File: src/rtl/cpu_control_pkg.sv
// Shared codes for the multicycle MIPS control unit: FSM states, the opcode and
// function fields it understands, the write-data / write-address select codes,
// and the bundles passed between the decoder and the FSM.
package cpu_control_pkg;

  typedef enum logic [2:0] {
    S_HALTED = 3'd0,
    S_FETCH  = 3'd1,
    S_EXEC1  = 3'd2,
    S_EXEC2  = 3'd3,
    S_MULDIV = 3'd4
  } state_t;

  typedef enum logic [5:0] {
    OP_R_TYPE = 6'h00,
    OP_J      = 6'h02,
    OP_JAL    = 6'h03,
    OP_ADDIU  = 6'h09,
    OP_LW     = 6'h23,
    OP_SW     = 6'h2B
  } opcode_t;

  typedef enum logic [5:0] {
    FUNC_JR    = 6'h08,
    FUNC_MFHI  = 6'h10,
    FUNC_MFLO  = 6'h12,
    FUNC_MULT  = 6'h18,
    FUNC_MULTU = 6'h19,
    FUNC_DIV   = 6'h1A,
    FUNC_DIVU  = 6'h1B,
    FUNC_ADDU  = 6'h21
  } func_t;

  typedef enum logic [1:0] {
    WD_MEM  = 2'd0,
    WD_ALU  = 2'd1,
    WD_PC8  = 2'd2,
    WD_HILO = 2'd3
  } wd_sel_t;

  typedef enum logic [1:0] {
    A3_RT  = 2'd0,
    A3_RD  = 2'd1,
    A3_R31 = 2'd2
  } a3_sel_t;

  // Instruction class produced by the decoder.
  // uses_imm marks instructions whose EXEC2 operand B is the immediate
  // (ADDIU, SW); LW uses the immediate in EXEC1 and is driven by is_load.
  typedef struct packed {
    logic    is_load;
    logic    is_store;
    logic    is_jump;
    logic    is_muldiv;
    logic    writes_reg;
    logic    uses_imm;
    wd_sel_t wd_sel;
    a3_sel_t a3_sel;
    logic    illegal;
  } instr_class_t;

  // Datapath enables and selects, gathered so they can be squashed as one.
  typedef struct packed {
    logic       pc_wen;
    logic       ir_wen;
    logic       ram_wen;
    logic       ram_rds;
    logic       reg_wen;
    logic       src_b_sel;
    logic       ram_a_sel;
    logic [1:0] reg_wd_sel;
    logic [1:0] reg_a3_sel;
    logic       muldiv_start;
  } ctrl_t;

endpackage

File: src/rtl/cpu_control_decode.sv
// Purpose: classify opcode/function into load/store/jump/muldiv/reg-write info.
// Latency: purely combinational, zero cycles.
// Backpressure: none; no handshake, output follows the inputs.
// Ports: opcode, funct (instruction fields) -> cls (instr_class_t).
module cpu_control_decode
  import cpu_control_pkg::*;
(
  input  logic [5:0]   opcode,
  input  logic [5:0]   funct,
  output instr_class_t cls
);

  always_comb begin
    cls = '0;
    case (opcode)
      OP_LW: begin
        cls.is_load    = 1'b1;
        cls.writes_reg = 1'b1;
        cls.wd_sel     = WD_MEM;
        cls.a3_sel     = A3_RT;
      end
      OP_SW: begin
        cls.is_store = 1'b1;
        cls.uses_imm = 1'b1;
      end
      OP_ADDIU: begin
        cls.writes_reg = 1'b1;
        cls.uses_imm   = 1'b1;
        cls.wd_sel     = WD_ALU;
        cls.a3_sel     = A3_RT;
      end
      OP_J: begin
        cls.is_jump = 1'b1;
      end
      OP_JAL: begin
        cls.is_jump    = 1'b1;
        cls.writes_reg = 1'b1;
        cls.wd_sel     = WD_PC8;
        cls.a3_sel     = A3_R31;
      end
      OP_R_TYPE: begin
        case (funct)
          FUNC_JR:   cls.is_jump = 1'b1;
          FUNC_ADDU: begin
            cls.writes_reg = 1'b1;
            cls.wd_sel     = WD_ALU;
            cls.a3_sel     = A3_RD;
          end
          FUNC_MFHI, FUNC_MFLO: begin
            cls.writes_reg = 1'b1;
            cls.wd_sel     = WD_HILO;
            cls.a3_sel     = A3_RD;
          end
          FUNC_MULT, FUNC_MULTU, FUNC_DIV, FUNC_DIVU: cls.is_muldiv = 1'b1;
          default: cls.illegal = 1'b1;
        endcase
      end
      default: cls.illegal = 1'b1;
    endcase
  end

endmodule

File: src/rtl/cpu_control_fsm.sv
// Purpose: multicycle MIPS control FSM driving datapath enables and mux selects.
// Latency: 3 cycles per instruction, 3+MULDIV_CYCLES for MULT/DIV, plus stalls.
// Backpressure: waitrequest_i holds the current bus request (FETCH, LW EXEC1, SW EXEC2).
// Ports: clk_i, reset_i (async high); waitrequest_i, opcode_i, function_i,
//   pc_next_zero_i in; state_o, active_o, illegal_o, datapath enables/selects,
//   muldiv_start_o out. All outputs are combinational from state and inputs.
module cpu_control_fsm
  import cpu_control_pkg::*;
#(
  parameter int MULDIV_CYCLES = 32,
  parameter int WAIT_TIMEOUT  = 0,
  parameter int HALT_ON_ZERO  = 1
) (
  input  logic       clk_i,
  input  logic       reset_i,
  input  logic       waitrequest_i,
  input  logic [5:0] opcode_i,
  input  logic [5:0] function_i,
  input  logic       pc_next_zero_i,
  output logic [2:0] state_o,
  output logic       active_o,
  output logic       illegal_o,
  output logic       pc_wen_o,
  output logic       ir_wen_o,
  output logic       ram_wen_o,
  output logic       ram_rds_o,
  output logic       reg_wen_o,
  output logic       src_b_sel_o,
  output logic       ram_a_sel_o,
  output logic [1:0] reg_wd_sel_o,
  output logic [1:0] reg_a3_sel_o,
  output logic       muldiv_start_o
);

  localparam int MDW = (MULDIV_CYCLES > 1) ? $clog2(MULDIV_CYCLES) : 1;
  localparam logic [MDW-1:0] MD_LAST = MDW'(MULDIV_CYCLES - 1);
  localparam int WCW = 16;
  // Timeout fires on the WAIT_TIMEOUT-th consecutive stalled cycle.
  localparam logic [WCW-1:0] WAIT_LIMIT = (WAIT_TIMEOUT > 0) ? WCW'(WAIT_TIMEOUT - 1) : '0;

  state_t         state, next_state;
  instr_class_t   cls;
  ctrl_t          ctrl;
  logic           ir_done;
  logic           booted;     // remembers that the post-reset HALTED->FETCH hop happened
  logic           illegal_q;
  logic           set_illegal;
  logic           timeout;
  logic [WCW-1:0] wait_cnt;
  logic [MDW-1:0] md_cnt;

  cpu_control_decode u_decode (
    .opcode (opcode_i),
    .funct  (function_i),
    .cls    (cls)
  );

  assign timeout = (WAIT_TIMEOUT != 0) && waitrequest_i &&
                   (state != S_HALTED) && (wait_cnt >= WAIT_LIMIT);

  always_ff @(posedge clk_i or posedge reset_i) begin
    if (reset_i) begin
      state <= S_HALTED;
    end else begin
      state <= next_state;
    end
  end

  always_comb begin
    next_state  = state;
    ctrl        = '0;
    set_illegal = 1'b0;
    case (state)
      S_HALTED: begin
        if (!booted) next_state = S_FETCH;
      end
      S_FETCH: begin
        ctrl.ram_rds = 1'b1;
        if (!waitrequest_i) next_state = S_EXEC1;
      end
      S_EXEC1: begin
        if (cls.illegal) begin
          set_illegal = 1'b1;
          next_state  = S_HALTED;
        end else begin
          // IR captures the fetched word once; later stall cycles keep it.
          ctrl.ir_wen = !ir_done;
          if (cls.is_load) begin
            ctrl.ram_rds   = 1'b1;
            ctrl.ram_a_sel = 1'b1;
            ctrl.src_b_sel = 1'b1;
            if (!waitrequest_i) next_state = S_EXEC2;
          end else if (cls.is_muldiv) begin
            ctrl.muldiv_start = !ir_done;
            next_state        = S_MULDIV;
          end else begin
            next_state = S_EXEC2;
          end
        end
      end
      S_MULDIV: begin
        if (md_cnt == MD_LAST) next_state = S_EXEC2;
      end
      S_EXEC2: begin
        ctrl.reg_wen    = cls.writes_reg;
        ctrl.reg_wd_sel = cls.wd_sel;
        ctrl.reg_a3_sel = cls.a3_sel;
        ctrl.src_b_sel  = cls.uses_imm;
        if (cls.is_store) begin
          ctrl.ram_wen   = 1'b1;
          ctrl.ram_a_sel = 1'b1;
        end
        if (cls.is_store && waitrequest_i) begin
          next_state = S_EXEC2;
        end else begin
          ctrl.pc_wen = 1'b1;
          if ((HALT_ON_ZERO != 0) && cls.is_jump && pc_next_zero_i) next_state = S_HALTED;
          else next_state = S_FETCH;
        end
      end
      default: next_state = S_HALTED;
    endcase

    if (timeout) begin
      ctrl        = '0;
      set_illegal = 1'b1;
      next_state  = S_HALTED;
    end
    // State is already HALTED under reset; this also covers the edge itself.
    if (reset_i) ctrl = '0;
  end

  always_ff @(posedge clk_i or posedge reset_i) begin
    if (reset_i) begin
      booted    <= 1'b0;
      ir_done   <= 1'b0;
      illegal_q <= 1'b0;
      wait_cnt  <= '0;
      md_cnt    <= '0;
    end else begin
      booted  <= 1'b1;
      ir_done <= (state == S_EXEC1) && (next_state == S_EXEC1);
      if (set_illegal) illegal_q <= 1'b1;
      if (!waitrequest_i) wait_cnt <= '0;
      else if (wait_cnt != {WCW{1'b1}}) wait_cnt <= wait_cnt + 1'b1;
      if ((state == S_MULDIV) && (next_state == S_MULDIV)) md_cnt <= md_cnt + 1'b1;
      else md_cnt <= '0;
    end
  end

  assign state_o        = state;
  assign active_o       = (state != S_HALTED);
  assign illegal_o      = illegal_q;
  assign pc_wen_o       = ctrl.pc_wen;
  assign ir_wen_o       = ctrl.ir_wen;
  assign ram_wen_o      = ctrl.ram_wen;
  assign ram_rds_o      = ctrl.ram_rds;
  assign reg_wen_o      = ctrl.reg_wen;
  assign src_b_sel_o    = ctrl.src_b_sel;
  assign ram_a_sel_o    = ctrl.ram_a_sel;
  assign reg_wd_sel_o   = ctrl.reg_wd_sel;
  assign reg_a3_sel_o   = ctrl.reg_a3_sel;
  assign muldiv_start_o = ctrl.muldiv_start;

endmodule

File: config.mk
export PLATFORM = sky130hd
export DESIGN_NAME = cpu_control_fsm
export DESIGN_NICKNAME = d
export VERILOG_FILES = /design/src/rtl/cpu_control_pkg.sv /design/src/rtl/cpu_control_decode.sv /design/src/rtl/cpu_control_fsm.sv
export SDC_FILE = /design/constraint.sdc
export NUM_CORES = 1
export LEC_CHECK = 0
export ABC_CLOCK_PERIOD_IN_PS = 2700
export BUFFER_PORTS_ARGS = -buffer_cell sky130_fd_sc_hd__buf_2
export CORE_MARGIN = 2
export CORE_UTILIZATION = 42
export CTS_CLUSTER_SIZE = 12
export DETAILED_ROUTE_END_ITERATION = 8
export PLACE_DENSITY = 0.8
export SKIP_LAST_GASP = 1
export SYNTH_ARGS = -nofsm -noshare
export SYNTH_HDL_FRONTEND = slang
export SYNTH_SLANG_ARGS = --single-unit
File: constraint.sdc
create_clock -name clk_i -period 2.7 [get_ports clk_i]
set_clock_uncertainty 0.05 [all_clocks]
set_input_delay 0.405 -clock clk_i [delete_from_list [all_inputs] [get_ports clk_i]]
set_output_delay 0.405 -clock clk_i [all_outputs]
set_load 0.1 [all_outputs]
; Word-level counts from Yosys, hierarchy flattened
; Cells that the tools add are included.
[totals]
output_inout_bits = 17
regBits = 11
in_bits = 16
[op_classes]
muxes = 45
reduce_logical = 16
add_sub_neg = 1
eq_ne = 20
[ops]
columns = op, count
row1 = "6-bit by 5-bit == test with 1-bit output, second input constant", 6
row2 = 1-bit 2-to-1 mux, 24
row3 = 3-bit 2-to-1 mux, 8
row4 = "6-bit == test, second input constant", 3
row5 = 3-bit one-hot mux with 5 select lines, 1
row6 = "6-bit by 2-bit == test with 1-bit output, second input constant", 2
row7 = "6-bit by 4-bit == test with 1-bit output, second input constant", 2
row8 = 12-bit 2-to-1 mux, 1
row9 = 4-bit one-hot mux with 3 select lines, 1
row10 = "3-bit by 2-bit == test with 1-bit output, second input constant", 3
row11 = 1-bit one-hot mux with 2 select lines, 4
row12 = 4-bit one-hot mux with 2 select lines, 1
row13 = 8-bit OR reduction, 1
row14 = "3-bit == test, second input constant", 2
row15 = 6-bit zero test, 1
row16 = 2-bit OR reduction, 3
row17 = 3-bit OR reduction, 2
row18 = "5-bit by 1-bit adder with 5-bit output, second input constant", 1
row19 = "5-bit == test, second input constant", 1
row20 = 5-bit 2-to-1 mux, 1
row21 = 5-bit OR reduction, 1
row22 = 1-bit logical AND, 4
row23 = 2-bit 2-to-1 mux, 2
row24 = 4-bit 2-to-1 mux, 1
row25 = 6 further kinds, 6

; Depth between registers and ports, before layout
[logic_depth]
word_depth = 11
depth_mapped = 8

; Modules after synthesis
; A second synthesis with hierarchy kept.
[hier_totals]
hier_cells = 123
hier_area_um2 = 909.6
[by_module_without_submodules]
columns = module, cells_each, area_each_um2, n_inst
row1 = cpu_control_fsm, 72, 633.1, 1
row2 = cpu_control_decode, 51, 276.5, 1

; Worst setup path before layout
; No wires, ideal clock.
[synth_timing]
path_type = register to output
start = register state[1], in the netlist state_o[1]
end = output port muldiv_start_o
stages_incl_launch_ff = 5
arrival_ns = 3.981
n_path_buf = 0
slack_ns = -1.736
cell_sequence = dfrtp_1 nor2b_1 nand2_1 a2111oi_4 nor2b_1
[synth_between]
elab_chain_len = 3
[synth_lines]
columns = element, line
row1 = from (decl), cpu_control_fsm.sv:41  ; state_t state, next_state;
row2 = from (signal assigned), cpu_control_fsm.sv:65  ; state <= next_state;
row3 = 3-bit by 2-bit == test with 1-bit output, cpu_control_fsm.sv:73  ; case (state)
row4 = 1-bit 2-to-1 mux, cpu_control_fsm.sv:73
row5 = 12-bit 2-to-1 mux, cpu_control_fsm.sv:130  ; if (reset_i) ctrl = '0;
row6 = to (decl), cpu_control_fsm.sv:32  ; output logic muldiv_start_o
; Every way passes these cells.

; Final worst setup path
[layout_timing]
start = input port opcode_i[0]
end = output port src_b_sel_o
[layout_between]
elab_chain_len = 6
word_cells_on_any_way = 15
cone_classes = eq/ne: 5 / mux: 7 / reduce/logical: 3
[layout_lines]
columns = element, line
row1 = from (decl), cpu_control_fsm.sv:17  ; input logic [5:0] opcode_i,
row2 = 6-bit == test (tied with other cells), cpu_control_decode.sv:15  ; case (opcode)
row3 = 5-bit OR reduction (no source line) or 1-bit 2-to-1 mux (tied branches), --
row4 = 1-bit one-hot mux with 2 select lines or 2-bit 2-to-1 mux (tied branches), "cpu_control_decode.sv:15, cpu_control_fsm.sv:88"
row5 = 2-bit 2-to-1 mux, cpu_control_fsm.sv:82  ; if (cls.illegal) begin
row6 = 2-bit one-hot mux with 2 select lines *, cpu_control_fsm.sv:73
row7 = 12-bit 2-to-1 mux *, cpu_control_fsm.sv:130
row8 = to (decl), cpu_control_fsm.sv:28  ; output logic src_b_sel_o,
; Mark *: on every way between the ends. The rest lies on a longest branch, timed or not.

==> flow_metrics.env <==
export IMPL_status="complete, no violations"
export IMPL_crit_chain="buf_2 > nand2_2 > nor2_1 > nor4b_2 > nand3_1 > o21ai_2 > buf_2"
export IMPL_vias_per_cell=5.50
export IMPL_drt_total_wl_um=2250
export IMPL_async_flop_share_pct=100
export IMPL_slowest_stage="buf_2"
export IMPL_net_switching_power_uw=397
export IMPL_fillers=214
export IMPL_gp_congestion=0.834
export IMPL_switching_share_pct=55.4
export IMPL_diodes=0
export IMPL_die_h_um=51.4
export IMPL_cp_required_ns=2.25
export IMPL_die_area_um2=2640
export IMPL_dr_pass1_iters=4
export IMPL_path_buf_inv=2
export IMPL_io_pins=33
export IMPL_path_delay_family="simple AND/OR/NAND/NOR gates"
export IMPL_syn_area_per_cell_um2=8.07
export IMPL_hold_violations=0
export IMPL_power_leakage_nw=0.537
export IMPL_final_area_um2=1310
export IMPL_rows=17
export IMPL_finalCritPeriodShare_pct=91.7
export IMPL_rsz0062_at_grt="false"
export IMPL_crit_type="primary input to output pin"
export IMPL_grt_max_degree=15
export IMPL_grt_pass1_wl_um=3660
export IMPL_ctsResizeCount=0
export IMPL_cts_max_level=1
export IMPL_ir_drop_mv=0.565
export IMPL_synth_area_leaders="dfrtp_1 (29%), nor2_1 (7.9%), nand2_1 (4.0%)"
export IMPL_crit_fanout=8
export IMPL_reg2regPathDepth=5
export IMPL_drc=0
export IMPL_post_route_min_period_ns=2.48
export IMPL_cts_tree="yes"
export IMPL_postCtsHoldBufs=0
export IMPL_core_area_um2=2170
export IMPL_setup_ws_ns=0.225
export IMPL_antenna_found_initial=0
export IMPL_syn_inst=117
export IMPL_max_stage_delay_ns=0.43
export IMPL_ctsRootBufferMaster="clkbuf_4"
export IMPL_comb_power_share_pct=54.6
export IMPL_fin_nets=170
export IMPL_r2r_end="md_cnt[3]$_DFF_PP0_"
export IMPL_place_inst=175
export IMPL_r2r_slack_ns=0.75
export IMPL_overflow=0
export IMPL_p_int_uw=320
export IMPL_final_core_utilization_pct=60.3
export IMPL_synth_top_area_share_pct=29.1
export IMPL_fmax_mhz=404
export IMPL_timing_hold_ws_ns=0.0955
export IMPL_ys_warnings_count=0
export IMPL_multi_input_comb_area_um2=692
export IMPL_io_buffers=32
export IMPL_initial_core_util_pct=43.5
export IMPL_finalMaxSlewViolations=0
export IMPL_cp_arrival_ns=2.02
export IMPL_ant_nets=0
export IMPL_power_density_nw_per_um2=548
export IMPL_hpwl_um=1860
export IMPL_cp_start_kind="primary input"
export IMPL_seqPwrFrac_pct=30.6
export IMPL_setup_viol=0
export IMPL_synth_edf_count=0
export IMPL_cap_violations=0
export IMPL_synth_area_um2=945
export IMPL_final_common_cell="buf_2"
export IMPL_crit_top_cell="buf_2"
export IMPL_path_clk_slew_ns=0.07
export IMPL_synth_ff_type="dfrtp_1"
export IMPL_cts_setup_buffers=0
export IMPL_cts_sinks=11
export IMPL_min_delay_path_class="primary input to async pin"
export IMPL_ys_types=47
export IMPL_first_global_vias=878
export IMPL_layout_common_cells="buf_2 (27), nor2_1 (17), nand2_1 (10)"
export IMPL_clk_latency_ns=0.27
export IMPL_grt_usage_pct=18.3
export IMPL_syn2layout_area_growth_pct=38.4
export IMPL_dp_slack_ns=0.275
export IMPL_ys_seq_area_share_pct=29.1
export IMPL_clkPwrFrac_pct=14.9
export IMPL_fin_cells=179
export IMPL_worstReg2RegStart="md_cnt[0]$_DFF_PP0_"
export IMPL_die_w_um=51.4
export IMPL_regArea_um2=284
export IMPL_syn_nets=135
export IMPL_ys_ff_latch=11
export IMPL_route_vias_total=984
export IMPL_cp_end_kind="output pin"
export IMPL_placed_area_um2=1280
export IMPL_clk_path_buf_depth=2
export IMPL_yosysTopAreaCell="dfrtp_1"
export IMPL_drt_iter0_markers=23
export IMPL_cts_made_buffers=3
export IMPL_drive_gt1_share_pct=43.7
export IMPL_wl_per_cell_um=12.6
## stage by stage
stage | total power [mW] | TNS, ns
finish | 0.716 | 0
CTS | 0.722 | 0
detailed placement | 0.611 | 0
floorplan | 0.535 | -0.556
global route | 0.755 | 0
global placement | 0.603 | 0
## kinds of logic (layout without fill, tap and decap cells)
logic type	count (synthesis)	after routing	synth area share, %
xor+xnor	2	2	1.85
flops	11	11	29.1
compound gates	24	24	20.5
other cells	1	1	0.397
fa+ha+maj	2	2	2.65
simple gates	68	68	41.7
buf+inv	9	43	3.71
## how the worst max path moves through the flow
stage,start,end,slack (ns),depth (start not counted)
floorplan,opcode_i[3],muldiv_start_o,-0.55,5
CTS,opcode_i[0],src_b_sel_o,0.25,7
detailed placement,opcode_i[0],src_b_sel_o,0.27,7
global placement,opcode_i[0],src_b_sel_o,0.28,7
global route,opcode_i[0],src_b_sel_o,0.07,7
finish,opcode_i[0],src_b_sel_o,0.22,7
## per-layer routing
| metal | wire, µm | track usage (%) | vias to the layer above |
|---|---|---|---|
| li1 | - | - | 496 |
| met1 | 971 | 21.8 | 444 |
| met2 | 1120 | 33.1 | 37 |
| met3 | 117 | 1.75 | 7 |
| met4 | 40 | 7.46 | 0 |
| met5 | 0 | 0 | - |
## area by class of cell
cell class	count	area share [%]
Timing Repair Buffer	33	18.6
Sequential cell	11	21.7
Clock inverter	1	0.383
Multi-Input combinational cell	97	52.9
Inverter	6	2.01
Tap cell	28	2.68
Clock buffer	3	1.72
## power by group through the flow
stage / Sequential [mW] / Clock (mW) / Combinational [mW]
floorplan: 0.302 / 0 / 0.233
global placement: 0.219 / 0 / 0.384
detailed placement: 0.221 / 0 / 0.390
CTS: 0.218 / 0.113 / 0.392
global route: 0.223 / 0.117 / 0.414
finish: 0.219 / 0.106 / 0.391
## registers in the layout, summed over array words and instances, names as in the netlist
name,flops
illegal_o,1
md_cnt,5
booted,1
state_o,3
ir_done,1
## Yosys cell counts, types with 2 or more instances
master,n
nand2b_1,2
dfrtp_1,11
clkbuf_1,2
nor2b_1,2
nor3b_1,2
o21ai_0,4
ha_1,2
nand3_1,6
a21oi_1,7
nand2_1,10
inv_1,5
nor2_1,20
or3_1,2
a31oi_1,2
and3_1,2
and2_1,2
nor3_1,6
Note: power is estimated with default switching activity, not from simulation.
